$ cat src/rtl/logicnet_input_packer.sv
// Raw feature sample quantiser and packer for the LogicNet layer-0 input.
// Fills one vector while a second, completed vector waits on the output.
module logicnet_input_packer #(
   parameter int NUM_FEATURES = 32,
   parameter int IN_BITS      = 2,
   parameter int RAW_WIDTH    = 8,
   parameter int SHIFT        = 6
) (
   input  logic                            clk,
   input  logic                            rst,
   input  logic                            s_valid,
   output logic                            s_ready,
   input  logic [RAW_WIDTH-1:0]            s_data,
   input  logic                            s_last,
   output logic                            m_valid,
   input  logic                            m_ready,
   output logic [NUM_FEATURES*IN_BITS-1:0] m_data,
   output logic                            err_len
);

   localparam int CW = $clog2(NUM_FEATURES);
   localparam int VW = NUM_FEATURES * IN_BITS;

   localparam logic [0:0] FILL = 1'b0;
   localparam logic [0:0] HOLD = 1'b1;

   localparam logic [RAW_WIDTH-1:0] MAXC = RAW_WIDTH'((1 << IN_BITS) - 1);
   localparam logic [CW-1:0]        LAST = CW'(NUM_FEATURES - 1);

   logic [0:0]           state;
   logic [CW-1:0]        cnt;
   logic [VW-1:0]        fill;
   logic [VW-1:0]        fill_next;
   logic [RAW_WIDTH-1:0] shifted;
   logic [IN_BITS-1:0]   code;
   logic                 accept;
   logic                 final_beat;
   logic                 out_free;
   logic                 load;

   // Ready depends only on state, never on the output handshake
   assign s_ready    = !rst && (state == FILL);
   assign accept     = s_valid && s_ready;
   assign final_beat = (cnt == LAST);
   assign out_free   = !m_valid || m_ready;

   // Output loads on a completing beat or when a held vector can drain
   assign load = out_free &&
                 ((accept && final_beat) || (state == HOLD));

   // Saturating quantiser
   always_comb begin
      shifted = s_data >> SHIFT;
      if (shifted > MAXC) begin
         code = MAXC[IN_BITS-1:0];
      end else begin
         code = shifted[IN_BITS-1:0];
      end
   end

   // Fill buffer view including the beat accepted this cycle
   always_comb begin
      fill_next = fill;
      if (accept) begin
         fill_next[cnt*IN_BITS +: IN_BITS] = code;
      end
   end

   // Fill buffer, counter, framing and FSM
   always_ff @(posedge clk) begin
      if (rst) begin
         state   <= FILL;
         cnt     <= '0;
         fill    <= '0;
         err_len <= 1'b0;
      end else begin
         fill    <= fill_next;
         err_len <= accept && (s_last != final_beat);
         unique case (state)
            FILL: begin
               if (accept) begin
                  if (final_beat) begin
                     if (load) begin
                        cnt <= '0;
                     end else begin
                        state <= HOLD;
                     end
                  end else if (s_last) begin
                     cnt <= '0;
                  end else begin
                     cnt <= cnt + 1'b1;
                  end
               end
            end
            HOLD: begin
               if (load) begin
                  cnt   <= '0;
                  state <= FILL;
               end
            end
            default: begin
               state <= FILL;
               cnt   <= '0;
            end
         endcase
      end
   end

   // Output register, stable under backpressure
   always_ff @(posedge clk) begin
      if (rst) begin
         m_valid <= 1'b0;
         m_data  <= '0;
      end else if (load) begin
         m_valid <= 1'b1;
         m_data  <= fill_next;
      end else if (m_ready) begin
         m_valid <= 1'b0;
      end
   end

endmodule

$ cat config.mk
export PLATFORM = sky130hd
export DESIGN_NAME = logicnet_input_packer
export DESIGN_NICKNAME = d
export VERILOG_FILES = /design/src/rtl/logicnet_input_packer.sv
export SDC_FILE = /design/constraint.sdc
export NUM_CORES = 1
export LEC_CHECK = 0
export CORE_MARGIN = 4
export CORE_UTILIZATION = 59
export DETAILED_ROUTE_END_ITERATION = 10
export GPL_ROUTABILITY_DRIVEN = 0
export PLACE_DENSITY = 0.95
export REMOVE_ABC_BUFFERS = 1
export SLEW_MARGIN = 20
export SYNTH_ARGS = -nofsm -noshare
export SYNTH_HDL_FRONTEND = slang
export SYNTH_SLANG_ARGS = --single-unit
$ cat constraint.sdc
create_clock -name clk -period 6.87 [get_ports clk]
set_input_delay 1.374 -clock clk [delete_from_list [all_inputs] [get_ports clk]]
set_output_delay 1.374 -clock clk [all_outputs]
set_load 0.05 [all_outputs]
==> summary.md, run 1 <==
| Metric | Value |
|---|---|
| Pwr per Cell Area | `260.4 mW/mm²` |
| Clk slew on worst S/H paths | `~0.060 ns` |
| FF-to-FF End | `m_data[12]$_SDFFE_PP0P_` |
| Core area | `0.009371 mm²` |
| Syn Inst Count | `628` |
| First-pass GRT wire length | `around 27 mm` |
| Vias | `5720` |
| Setup slack, reg-to-reg | `2.75 ns` |
| Post-CTS setup buffer count | `0` |
| Hold Crit Start | `fill[31]$_SDFF_PP0_` |
| P&R area growth vs syn | `23.49%` |
| Period utilization | `59.99%` |
| End of the worst hold path | `fill[31]$_SDFF_PP0_` |
| Sum Neg Setup Slack | `0 ns` |
| Hold Crit Depth | `2` |
| Fillers | `616` |
| H-tree Lvls | `4` |
| Hold_buf cts | `0` |
| Worst R2R Start | `cnt[0]$_SDFFE_PP0P_` |
| Number of port buffers | `73` |
| GRT Overall Usage | `29.56%` |
| FP Rows | `35` |
| Clock root buffer master | `clkbuf_8` |
| DP HPWL | `about 10 mm` |
| Final Hold Fails | `0` |
| Synth cell types | `56` |
| Hold crit path type | `register to register` |
| Critical Path AT | `between 4 and 5 ns` |
| Worst Max-Slew Pin Slew | `1.180 ns` |
| Leakage power | `around 2.1 nW` |
| Die Span Y | `between 100 and 150 µm` |
| Max VDD drop | `0.0001766 V` |
| Worst skew pair latency | `0.53 ns` |
| Fmax achieved | `242.6 MHz` |
| CTS Buf Count | `17` |
| Avg WL per Cell | `20.80 µm` |
| Area of the mapped netlist | `0.005768 mm²` |
| Setup violations, final | `0` |
| Synth Warn # | `0` |
| Post-synth EDFFs | `0` |
| Layout Nets | `around 690` |
| Crit. End Element | `register` |
| Avg Cell Area, Syn | `9.185 µm²` |
| Final antenna-violating net count | `0` |
| Ys flop type | `dfxtp_1` |
| Seq cells post-synth | `between 100 and 150` |
| Worst setup SP type | `register` |
| Relative slew slack | `20.61%` |
| TritonCTS clock tree | `yes` |
| DRC errors left | `0` |
| Area leader, netlist | `dfxtp_1` |
| Required time of the critical path | `7.29 ns` |
| Final wirelength | `16.87 mm` |
| Max-cap violations | `0` |
| Total grt overflow | `0` |
| DIE WIDTH | `between 100 and 150 µm` |
| Post-cts resize count | `0` |
| RSZ-0062 raised after global routing | `no` |
| Worst Skew | `0.007660 ns` |
| Setup CP Type | `register to register` |
| Minimum clock period | `between 4 and 5 ns` |
| Setup crit start | `cnt[0]$_SDFFE_PP0P_` |
| Yosys top cell area share | `47.20%` |
| Initial antenna violation count | `0` |
| Cell count after placement | `roughly 800` |
| I/O Pins | `80` |
| Iter 0 DRT Violations | `around 650` |
| First-pass detailed-route iteration total | `6` |
| Largest net degree at the start of global routing | `roughly 100` |
| Dominant cells by area after synthesis | `dfxtp_1 (47%), a311oi_1 (9.1%), a21oi_1 (5.9%), nor2_1 (5.5%), o31ai_1 (4.9%)` |
| CTS max path bufs | `2` |
| Reg2reg path depth | `9` |
| Starting Density | `61.55%` |
| Share of layout cells above drive strength 1 | `8.944%` |
| Sequential fraction of the synthesis area | `47.20%` |
| Crit path max fanout | `26` |
| Via-per-instance ratio | `7.053` |
| Final std cells w/o fill | `811` |
| Die Area | `~0.011 mm²` |
| ANT cells | `0` |
| Post-synthesis async set-or-reset flop share | `0%` |
| Via count of the first global-routing pass | `5552` |
| Status | `completed` |
| CTS Sinks | `around 140` |
| Max-slew violation count | `0` |
-- how the worst max path moves through the flow --
| stage | cells after the start | endpoint | slack [ns] |
|---|---|---|---|
| after floorplan | 6 | m_data[60]$_SDFFE_PP0P_ | 2.64 |
| after global placement | 3 | s_ready | 2.92 |
| after detailed placement | 6 | m_data[24]$_SDFFE_PP0P_ | 2.83 |
| after CTS | 9 | m_data[27]$_SDFFE_PP0P_ | 2.76 |
| after global routing | 9 | m_data[13]$_SDFFE_PP0P_ | 2.57 |
| final | 9 | m_data[12]$_SDFFE_PP0P_ | 2.75 |
-- flip-flops by register name, summed over array words and instances, names as in the netlist --
signal and count:
fill 64, m_data 64, cnt 5, err_len 1
m_valid 1, state 1
-- layout by cell type, fill, tap and decap left out, drive strengths merged, types with 3 or more instances in the layout --
| master | instances |
|---|---|
| nand2b | 3 |
| nor4 | 3 |
| o31ai | 39 |
| bufinv | 5 |
| a311oi | 62 |
| dfxtp | 136 |
| inv | 9 |
| clkbuf | 17 |
| clkinv | 4 |
| nand3 | 39 |
| buf | 8 |
| nor2 | 84 |
| a2111oi | 7 |
| a21oi | 68 |
| nand2 | 9 |
| nor2b | 4 |
| o21ai | 24 |
| nand4 | 33 |
| clkdlybuf4s50 | 72 |
| nor3 | 10 |
| a211oi | 5 |
| ha | 4 |
-- per-stage QoR --
step | utilization [%] | instance area (µm²) | power [mW] | hold WS, ns | setup WS (ns)
floorplan | - | 5524 | 0.8488 | 0.4470 | 2.638
global placement | 69.11 | 6476 | 0.8784 | 0.4621 | 2.921
detailed placement | 69.13 | 6479 | 0.8820 | 0.4746 | 2.825
CTS | 75.93 | 7116 | 1.847 | 0.4826 | 2.758
global route | 76.01 | 7123 | 1.899 | 0.4994 | 2.574
finish | 76.01 | 7123 | 1.855 | 0.4840 | 2.749
-- area by class of cell --
class	count	area [µm²]	area share, %
multi-input cells	429	2799	39.29
flip-flops and latches	136	2723	38.22
repair buffers	80	780.7	10.96
clock buffers	17	414.1	5.814
clock inverters	14	222.7	3.127
well taps	129	161.4	2.266
inverters	6	22.52	0.3162
-- worst max-delay path: stages (launching register included) --
cell	delay, ns
dfxtp_1	0.95
inv_1	0.18
ha_1	0.35
nor3b_1	0.19
ha_1	0.38
nand4bb_1	0.22
nor4_1	0.95
buf_4	0.33
nand3_1	0.12
a311oi_1	0.34
-- cells in the mapped netlist, types with 6 or more instances --
master     number
dfxtp_1       136
nor2_1         84
a21oi_1        68
a311oi_1       60
clkbuf_1       40
nand3_1        39
o31ai_1        38
nand4_1        32
o21ai_0        24
buf_2          11
nor3_1          9
nand2_1         8
a2111oi_4       6
inv_1           6
-- per-layer routing --
| metal | share of wire, % | track usage (%) | routed length, µm |
|---|---|---|---|
| met5 | 0 | 0 | 0 |
| met4 | 4.4 | 16.99 | 746 |
| met3 | 10 | 8.308 | 1742 |
| met2 | 48 | 48.16 | 8156 |
| met1 | 37 | 34.86 | 6220 |
-- cells by family (layout without fill, tap and decap cells) --
| family | count (synthesis) | count (layout) | synth area share (%) |
|---|---|---|---|
| AO/OA/AOI/OAI | 219 | 219 | 28.68 |
| XOR/XNOR | 3 | 3 | 0.4556 |
| adder cells (fa/ha/maj) | 4 | 4 | 0.8677 |
| buffers and inverters | 63 | 117 | 4.620 |
| flip-flops | 136 | 136 | 47.20 |
| multiplexers | 2 | 2 | 0.3471 |
| AND/OR/NAND/NOR | 201 | 201 | 17.83 |
-- where the power goes --
| part | internal [mW] | switching (mW) |
|---|---|---|
| Clock | 0.628 | 0.357 |
| Sequential | 0.790 | 0.00301 |
| Combinational | 0.0174 | 0.0595 |
| Total | 1.44 | 0.419 |
No activity file was read; power rests on OpenSTA's default activity.
==> inputs of run 2 (changes only) <==
--- a/config.mk
+++ b/config.mk
@@ -6,10 +6,10 @@
 export NUM_CORES = 1
 export LEC_CHECK = 0
 export CORE_MARGIN = 4
-export CORE_UTILIZATION = 59
+export CORE_UTILIZATION = 49
 export DETAILED_ROUTE_END_ITERATION = 10
 export GPL_ROUTABILITY_DRIVEN = 0
-export PLACE_DENSITY = 0.95
+export PLACE_DENSITY = 0.87
 export REMOVE_ABC_BUFFERS = 1
 export SLEW_MARGIN = 20
 export SYNTH_ARGS = -nofsm -noshare
==> constraint.sdc (replaced) <==
create_clock -name clk -period 3.3 [get_ports clk]
set_input_delay 0.66 -clock clk [delete_from_list [all_inputs] [get_ports clk]]
set_output_delay 0.66 -clock clk [all_outputs]
set_load 0.05 [all_outputs]
==> run 2 against run 1 <==
Effect of this change:
- register-to-register slack worse by 2.6 ns
- utilization is 13 points lower
- first-iteration DRC count increased by 10%
- wire length is 7.4% lower
- fmax rose by 29%
- global-route usage decreased by 6.0 points
- via count decreased by 4.8%
- clock-buffer cell count is 3 higher
- largest power group unchanged
==> summary.md, run 2 (same netlist as run 1, synthesis figures left out) <==
| Metric | Value |
|---|---|
| Number of port buffers | `73` |
| ANT cells | `0` |
| Crit. End Element | `register` |
| Largest net degree at the start of global routing | `129` |
| Max VDD drop | `about 0.00027 V` |
| Total grt overflow | `0` |
| DRC errors left | `0` |
| Fmax achieved | `between 300 and 400 MHz` |
| RSZ-0062 raised after global routing | `no` |
| Hold crit path type | `register to register` |
| Worst Skew | `a little over 0.008 ns` |
| Critical Path AT | `between 3 and 4 ns` |
| Avg WL per Cell | `18.62 µm` |
| Vias | `about 5400` |
| Worst R2R Start | `cnt[1]$_SDFFE_PP0P_` |
| Pwr per Cell Area | `507.4 mW/mm²` |
| Fillers | `913` |
| Share of layout cells above drive strength 1 | `10.20%` |
| Clk slew on worst S/H paths | `0.06 ns` |
| Worst setup SP type | `register` |
| Cells along the critical path | `inv_1, ha_1, nor3b_1, ha_1, or4b_1, a211o_2, o21ai_0, a21oi_1` |
| Status | `completed` |
| First-pass detailed-route iteration total | `6` |
| Final wirelength | `15.62 mm` |
| DIE WIDTH | `116.5 µm` |
| Sequential power share | `45.2%` |
| Final std cells w/o fill | `839` |
| Relative slew slack | `28.73%` |
| Final antenna-violating net count | `0` |
| Placed cell area | `0.006604 mm²` |
| Hold Crit Start | `fill[52]$_SDFF_PP0_` |
| CTS max path bufs | `2` |
| DP Worst Slack | `approximately 0.17 ns` |
| Required time of the critical path | `3.55 ns` |
| FP Rows | `39` |
| Clock power share | `50.3%` |
| I/O Pins | `80` |
| Die Span Y | `116.5 µm` |
| Final setup margin | `0.1105 ns` |
| Combinational share of power | `4.5%` |
| P_sw | `0.8293 mW` |
| GRT Overall Usage | `a little under a quarter` |
| Core area | `0.01147 mm²` |
| Setup violations, final | `0` |
| Top flop regs | `fill x64, m_data x64, cnt x5` |
| Die Area | `between 0.01 and 0.015 mm²` |
| Commonest non-fill, non-tap cell in the layout | `dfxtp_1` |
| Via count of the first global-routing pass | `5140` |
| Via-per-instance ratio | `around 6.5` |
| DP HPWL | `9.881 mm` |
| Setup crit start | `cnt[1]$_SDFFE_PP0P_` |
| Clock root buffer master | `clkbuf_16` |
| Cell family with most CP delay | `compound AO/OA/AOI/OAI gates` |
| Worst skew pair latency | `0.41 ns` |
| Grt peak-use layer | `met2` |
| Period utilization | `96.65%` |
| Max-slew violation count | `0` |
| P&R area growth vs syn | `24.47%` |
| Final Hold Fails | `0` |
| Iter 0 DRT Violations | `716` |
| H-tree Lvls | `4` |
| Minimum clock period | `3.189 ns` |
| Initial antenna violation count | `0` |
| CP max stage delay | `around 0.64 ns` |
| First-pass GRT wire length | `roughly 25 mm` |
| GRT met3 Usage | `5.181%` |
| Worst path buffer plus inverter count | `1` |
| Setup CP Type | `register to register` |
| Crit path max fanout | `20` |
| Leakage power | `2.174 nW` |
| Final total power | `3.643 mW` |
| Layout Nets | `700` |
| Starting Density | `50.30%` |
| CP max-delay cell | `or4b_1` |
| CTS Sinks | `approximately 140` |
| Most frequent CP cell | `ha_1` |
| Power Internal | `~2.8 mW` |
| Final instance area | `0.007179 mm²` |
| Most frequent cells in the layout | `dfxtp_1 (136), nor2_1 (83), clkdlybuf4s50_1 (72)` |
| Met2 usage | `approximately 38%` |
| TritonCTS clock tree | `yes` |
| Max-cap violations | `0` |
| Cell count after placement | `807` |
| Final core occ | `between 60% and 70%` |
| Sw frac | `22.77%` |
| Worst Max-Slew Pin Slew | `1.042 ns` |
| CTS Buf Count | `17` |
| Met1 GRT Util | `30.51%` |
-- run 2: cell type report --
| cell class | instances | area, µm² | area share, % |
|---|---|---|---|
| Timing Repair Buffer | 93 | 890.9 | 12.41 |
| Tap cell | 143 | 178.9 | 2.492 |
| Multi-Input combinational cell | 429 | 2790 | 38.86 |
| Clock inverter | 12 | 127.6 | 1.778 |
| Sequential cell | 136 | 2723 | 37.92 |
| Clock buffer | 20 | 446.7 | 6.222 |
| Inverter | 6 | 22.52 | 0.3137 |
-- run 2: power by group through the flow --
stage | Combinational, mW | Sequential [mW] | Clock [mW]
floorplan | 0.0807 | 1.69 | 0
global placement | 0.155 | 1.68 | 0
detailed placement | 0.159 | 1.68 | 0
CTS | 0.162 | 1.65 | 1.84
global route | 0.177 | 1.65 | 1.91
finish | 0.166 | 1.65 | 1.83
-- run 2: worst register-to-register path: stages (launching register included) --
cell	delay [ns]
dfxtp_1	0.31
inv_1	0.11
ha_1	0.36
nor3b_1	0.24
ha_1	0.29
or4b_1	0.64
a211o_2	0.54
o21ai_0	0.39
a21oi_1	0.15
-- run 2: metal layers --
layer	up-vias	part of all wire, %	wire (µm)
li1	2533	-	-
met1	2573	40	6260
met2	301	48	7549
met3	37	9.3	1445
met4	0	2.3	361
met5	-	0	0
-- run 2: path summary, 6_finish.rpt --
| path | end | slack, ns | cells after the start |
|---|---|---|---|
| max reg2reg | fill[49]$_SDFF_PP0_ | 0.11 | 8 |
| min reg2reg | fill[52]$_SDFF_PP0_ | 0.48 | 2 |
| max | fill[49]$_SDFF_PP0_ | 0.11 | 8 |
| min | fill[52]$_SDFF_PP0_ | 0.48 | 2 |
-- run 2: timing repair --
item | 4_1_cts | 5_1_grt
buffers inserted | 0 | 0
hold buffers | 0 | 0
endpoints found under the setup margin | 0 | 34
resized for setup | 0 | 1
hold endpoints to repair | 0 | 0
-- run 2: stage by stage --
stage | TNS (ns) | hold slack [ns]
finish | 0 | 0.4827
global route | 0 | 0.4965
CTS | 0 | 0.4834
detailed placement | 0 | 0.4726
global placement | 0 | 0.4604
floorplan | -59.31 | 0.4470
